===== src/rtl/vend_pkg.sv =====
// vend_pkg: shared types and constants for the drink vending controller
package vend_pkg;

    localparam int CASH_W      = 7;
    localparam int TIMEOUT_CYC = 1024;

    localparam logic [CASH_W-1:0] COFFEE_PRICE = CASH_W'(50);
    localparam logic [CASH_W-1:0] TEA_PRICE    = CASH_W'(35);

    typedef enum logic [2:0] {
        IDLE,
        COLLECT,
        CHECK,
        DISPENSE,
        CHANGE,
        REFUND
    } state_t;

    typedef enum logic {
        COFFEE = 1'b0,
        TEA    = 1'b1
    } drink_t;

    function automatic logic [CASH_W-1:0] price_of(drink_t d);
        return (d == TEA) ? TEA_PRICE : COFFEE_PRICE;
    endfunction

endpackage


===== src/rtl/vend_credit_acc.sv =====
// vend_credit_acc: credit register that refuses coins which would overflow it
module vend_credit_acc
    import vend_pkg::*;
(
    input  logic              clk,
    input  logic              rst_n,
    input  logic              add_en,
    input  logic              clr,
    input  logic              rej_req,
    input  logic [CASH_W-1:0] coin_val,
    output logic [CASH_W-1:0] credit,
    output logic              coin_reject
);

    logic [CASH_W:0] sum;

    assign sum = {1'b0, credit} + {1'b0, coin_val};

    // Accept the coin only if the sum fits; an overflowing coin is handed back untouched
    always_ff @(posedge clk or negedge rst_n) begin
        if (!rst_n) begin
            credit      <= '0;
            coin_reject <= 1'b0;
        end else begin
            coin_reject <= rej_req | (add_en & sum[CASH_W]);
            credit      <= clr ? '0 : (add_en && !sum[CASH_W]) ? sum[CASH_W-1:0] : credit;
        end
    end

endmodule


===== src/rtl/vend_ctrl.sv =====
// vend_ctrl: vending sequencer (collect, check, dispense, change/refund); VEND_TIMEOUT_EN adds idle auto-refund
module vend_ctrl
    import vend_pkg::*;
(
    input  logic              clk,
    input  logic              rst_n,
    input  logic              coin_valid,
    input  logic [CASH_W-1:0] coin_val,
    input  logic              sel_valid,
    input  logic              sel_drink,
    input  logic              cancel,
    input  logic              disp_done,
    input  logic              change_ack,
    output logic              coffee_en,
    output logic              tea_en,
    output logic              cash_low,
    output logic              coin_reject,
    output logic              change_valid,
    output logic [CASH_W-1:0] change_amt,
    output logic [CASH_W-1:0] credit
);

    state_t            state, nxt;
    drink_t            drink;
    logic              add_en, rej_req, clr, low_nxt, timeout;
    logic [CASH_W-1:0] price;

    assign price = price_of(drink);

    vend_credit_acc u_acc (
        .clk        (clk),
        .rst_n      (rst_n),
        .add_en     (add_en),
        .clr        (clr),
        .rej_req    (rej_req),
        .coin_val   (coin_val),
        .credit     (credit),
        .coin_reject(coin_reject)
    );

`ifdef VEND_TIMEOUT_EN
    localparam int TO_W = $clog2(TIMEOUT_CYC);
    logic [TO_W-1:0] idle_cnt;

    assign timeout = (state == COLLECT) && (idle_cnt == TO_W'(TIMEOUT_CYC - 1));

    // Count idle COLLECT cycles; any coin or selection restarts the count
    always_ff @(posedge clk or negedge rst_n) begin
        if (!rst_n) idle_cnt <= '0;
        else        idle_cnt <= (state == COLLECT && !coin_valid && !sel_valid) ? idle_cnt + 1'b1 : '0;
    end
`else
    assign timeout = 1'b0;
`endif

    // Next-state and credit-control decode
    always_comb begin
        nxt     = state;
        add_en  = 1'b0;
        rej_req = 1'b0;
        clr     = 1'b0;
        low_nxt = 1'b0;
        case (state)
            IDLE: begin
                add_en  = coin_valid;
                nxt     = coin_valid ? (sel_valid ? CHECK : COLLECT) : IDLE;
                low_nxt = sel_valid && !coin_valid;
            end
            COLLECT: begin
                add_en  = coin_valid && !cancel;
                rej_req = coin_valid && cancel;
                nxt     = cancel ? REFUND : sel_valid ? CHECK : (timeout && !coin_valid) ? REFUND : COLLECT;
            end
            CHECK: begin
                rej_req = coin_valid;
                nxt     = (credit >= price) ? DISPENSE : COLLECT;
                low_nxt = credit < price;
            end
            DISPENSE: begin
                rej_req = coin_valid;
                nxt     = disp_done ? ((change_amt != '0) ? CHANGE : IDLE) : DISPENSE;
                clr     = disp_done && (change_amt == '0);
            end
            CHANGE, REFUND: begin
                rej_req = coin_valid;
                nxt     = change_ack ? IDLE : state;
                clr     = change_ack;
            end
            default: nxt = IDLE;
        endcase
    end

    // State register
    always_ff @(posedge clk or negedge rst_n) begin
        if (!rst_n) state <= IDLE;
        else        state <= nxt;
    end

    // Registered outputs, derived from the state being entered so they line up with it
    always_ff @(posedge clk or negedge rst_n) begin
        if (!rst_n) begin
            drink        <= COFFEE;
            coffee_en    <= 1'b0;
            tea_en       <= 1'b0;
            cash_low     <= 1'b0;
            change_valid <= 1'b0;
            change_amt   <= '0;
        end else begin
            drink        <= (nxt == CHECK) ? drink_t'(sel_drink) : drink;
            coffee_en    <= (nxt == DISPENSE) && (drink == COFFEE);
            tea_en       <= (nxt == DISPENSE) && (drink == TEA);
            cash_low     <= low_nxt;
            change_valid <= (nxt == CHANGE) || (nxt == REFUND);
            change_amt   <= (state == CHECK && nxt == DISPENSE) ? credit - price :
                            (state == COLLECT && nxt == REFUND) ? credit :
                            clr ? '0 : change_amt;
        end
    end

endmodule


===== config.mk =====
export PLATFORM = sky130hd
export DESIGN_NAME = vend_ctrl
export DESIGN_NICKNAME = d
export VERILOG_FILES = /design/src/rtl/vend_pkg.sv /design/src/rtl/vend_credit_acc.sv /design/src/rtl/vend_ctrl.sv
export SDC_FILE = /design/constraint.sdc
export NUM_CORES = 1
export LEC_CHECK = 0
export ABC_AREA = 1
export CORE_MARGIN = 2
export CORE_UTILIZATION = 32
export CTS_BUF_LIST = sky130_fd_sc_hd__clkbuf_4 sky130_fd_sc_hd__clkbuf_8
export DETAILED_ROUTE_END_ITERATION = 7
export HOLD_SLACK_MARGIN = 0.15
export SKIP_CTS_REPAIR_TIMING = 1
export SYNTH_ARGS = -nofsm -noshare
export SYNTH_HDL_FRONTEND = slang
export SYNTH_HIERARCHICAL = 1
export SYNTH_SLANG_ARGS = --single-unit

===== constraint.sdc =====
create_clock -name clk -period 3.5 [get_ports clk]
set_clock_uncertainty 0.05 [all_clocks]
set_input_delay 0.35 -clock clk [delete_from_list [all_inputs] [get_ports clk]]
set_output_delay 0.35 -clock clk [all_outputs]
set_load 0.05 [all_outputs]

==> impl_metrics.ini <==
[drt]
wirelength_met1_um = 1888
final_antenna_net_count = 0
routed_wl_um = 3868
routed-via-count = 1671
dr.first_iter.drc_count = 65
top_layer_used = met4
remaining_drc_errors = 0
route.met3.wl_um = 173
met2_length_um = 1750
drt-pass1-iter-count = 4
routedWlPerCell_um = 10.66
vias_per_cell = 4.603

[synthesis]
synth_flop_cell = dfrtp_1
synth.avg_cell_area_um2 = 6.911
ys_top_cells_by_area = dfrtp_1 33%, nand2_1 15%, nand3_1 7.9%
synth_mux_area_share_pct = 0
count_of_flip_flops_with_a_built_in_enable_after_synthesis = 0
yosys.area_share.adder_pct = 8.204
synth_cell_type_count = 35
post_synth_xor_area_fraction_pct = 1.980
synthCells = 256
synth_nets = 282
largest_family_of_logic_cells_by_synthesized_area = simple AND/OR/NAND/NOR gates
complex_gate_fraction_of_the_synthesized_area_pct = 6.082
synth-simple-area-share_pct = 42.22
synthesis.yosys.warnings = 6
netlist.area_leader.share_pct = 32.53
synth_seq_cells = 23
synth.yosys.seq_area_share_pct = 32.53
synth_area_um2 = 1769
synth_top_area_cell = dfrtp_1
asr_flop_ratio_synth_pct = 100.0

[sta]
tightestPinTransition_ns = 1.042
unrepaired_setup_endpoints_after_global_routing = false
setup_total_negative_slack_ns = 0
max_freq_mhz = 471.4
worst_slew_margin_rel_pct = 30.32
final_period_util_pct = 60.61
finalMaxSlewViolations = 0
timing.final.setup_violations = 0
hold_viol = 0
whs_ns = 0.4724
finalCriticalPeriod_ns = 2.122

[critical_path]
startpoint_type = flop
cp.arrival_ns = 1.72
worstSetupPathType = reg2out
setup.reg_to_reg.worst_slack_ns = 1.49
endpoint_kind = primary output
cp_cell_sequence = clkdlybuf4s50_1
regToRegEndpoint = coffee_en$_DFF_PN0_
critical_path.slowest_cell = clkdlybuf4s50_1
critPathMaxFanout = 10
worst_path_dominant_cell_family = buffers and inverters
critical-path-max-stage-delay_ns = 0.88
timing.critical_path.required_ns = 3.10
reg_to_reg_startpoint = u_acc/credit[4]$_DFFE_PN0P_
ff2ff_path_depth = 9
critPathBufInv = 1

[run_status]
run_status = finished clean

[clocking]
cts_root_buffer = clkbuf_8
clkSlewWorstSetupHoldPaths_ns = 0.08
max-clock-path-buffers = 2
clock_buffers_created_by_tritoncts = 3
cts.sinks = 23
cts_tree = done
ctsHtreeMaxLevel = 1
latest_clock_arrival_within_the_worst_skew_pair_ns = 0.27

[pwr]
p_clk_share_pct = 8.1
p_sw_mw = 1.169
post-layout-total-power_mw = 2.149
part_of_the_power_in_combinational_logic_pct = 67.4
netSwitchingFraction_pct = 54.38
p_per_area_nw_per_um2 = 967.1
worst_ir_drop_vdd_uv = 431.9
static-leakage-power_nw = 1.163
seq_power_share_pct = 24.4
power.internal_uw = 980.5

[global_routing]
grt.total_usage_pct = 13.68
grt_first_pass_wirelength_um = 6741
grt_max_degree = 24
globalRouteOverflowTotal = 0
number_of_antenna_violations_at_the_first_check_in_global_routing = 0
number_of_global_route_vias_before_repair = 1542

[cells_and_area]
nets = 318
num_antenna_cells = 0
area_growth_pct = 25.60
most_frequent_cells_in_the_layout = 73 x nand2_1, 33 x clkdlybuf4s50_1, 32 x inv_1
layout_commonest_cell = nand2_1
drive_above_1_share_pct = 9.622

[floorplan]
die_w_um = 78.36
initial_core_util_pct = 32.73
floorplan.die_area_um2 = 6140
die_y_um = 78.36
core_area_um2 = 5405
num_io_pins = 34
fp-row-count = 27

[worst_hold_path]
worstHoldPathType = reg2reg
timing.hold.worst_path_depth = 1
min_delay_worst_endpoint = coffee_en$_DFF_PN0_
hold_path.startpoint = drink$_DFFE_PN0N_

[placement]
detailedPlacementHpwl_um = 3081
io_buffer_count = 33
gp_routability_congestion = 0.8381

[job]
max_cap_violations = 0
-- layout make-up --
type	instances	area, um2
well taps	72	90.09
fillers	598	3183
repair buffers	33	330.3
inverters	38	142.6
flip-flops and latches	23	575.6
multi-input cells	193	1035
clock buffers	4	48.80
-- stage by stage --
step                      cells  utilization (%)  instance area (um2)  setup slack (ns)
after floorplan             256                -                 1769             1.487
after global placement      359            40.21                 2173             1.339
after detailed placement    359            40.21                 2173             1.296
after CTS                   363            41.11                 2222             1.366
after global routing        363            41.11                 2222             1.308
final                       363            41.11                 2222             1.379
-- worst max path at each step --
stage                                start                          end  depth (start not counted)
2_1_floorplan  u_acc/credit[0]$_DFFE_PN0P_  u_acc/credit[6]$_DFFE_PN0P_                         11
3_3_place_gp                   coin_val[0]  u_acc/credit[6]$_DFFE_PN0P_                         12
3_5_place_dp                   coin_val[0]  u_acc/credit[6]$_DFFE_PN0P_                         12
4_1_cts        u_acc/credit[5]$_DFFE_PN0P_                    credit[5]                          1
5_1_grt        u_acc/credit[5]$_DFFE_PN0P_                    credit[5]                          1
6_report       u_acc/credit[5]$_DFFE_PN0P_                    credit[5]                          1
-- sequential cells by signal (all words and copies together) (netlist names) --
register and cells:
cash_low 1, change_amt 7, change_valid 1, coffee_en 1
drink 1, state 3, tea_en 1, u_acc/coin_reject 1
u_acc/credit 7
-- routing by layer --
layer,track usage (%),vias up
li1,-,884
met1,18.51,750
met2,21.90,31
met3,3.103,6
met4,4.035,0
met5,0,-
-- cell usage after synthesis (2+ instances only) --
cell and instances:
nand2_1 73, inv_1 32, nor2_1 31, nand3_1 28
dfrtp_1 23, ha_1 10, nor2_2 7, a21oi_1 5
inv_2 4, nand2_2 4, nand4_1 4, nor3_1 4
nand3_2 3, o21ai_0 3, a21o_1 2, clkinv_1 2
xnor2_1 2, xor2_1 2
-- power by group through the flow --
stage / clock, mW / combinational (mW) / sequential (mW)
global route: 0.195 / 1.62 / 0.546
finish: 0.175 / 1.45 / 0.525
floorplan: 0 / 0.811 / 0.802
global placement: 0 / 1.45 / 0.533
detailed placement: 0 / 1.46 / 0.532
CTS: 0.185 / 1.46 / 0.530
-- cells by family after synthesis --
logic type	count (synthesis)
AO/OA/AOI/OAI	16
XOR/XNOR	4
adder cells (fa/ha/maj)	11
buffers and inverters	40
flip-flops	23
AND/OR/NAND/NOR	162
No activity file was read; power rests on OpenSTA's default activity.
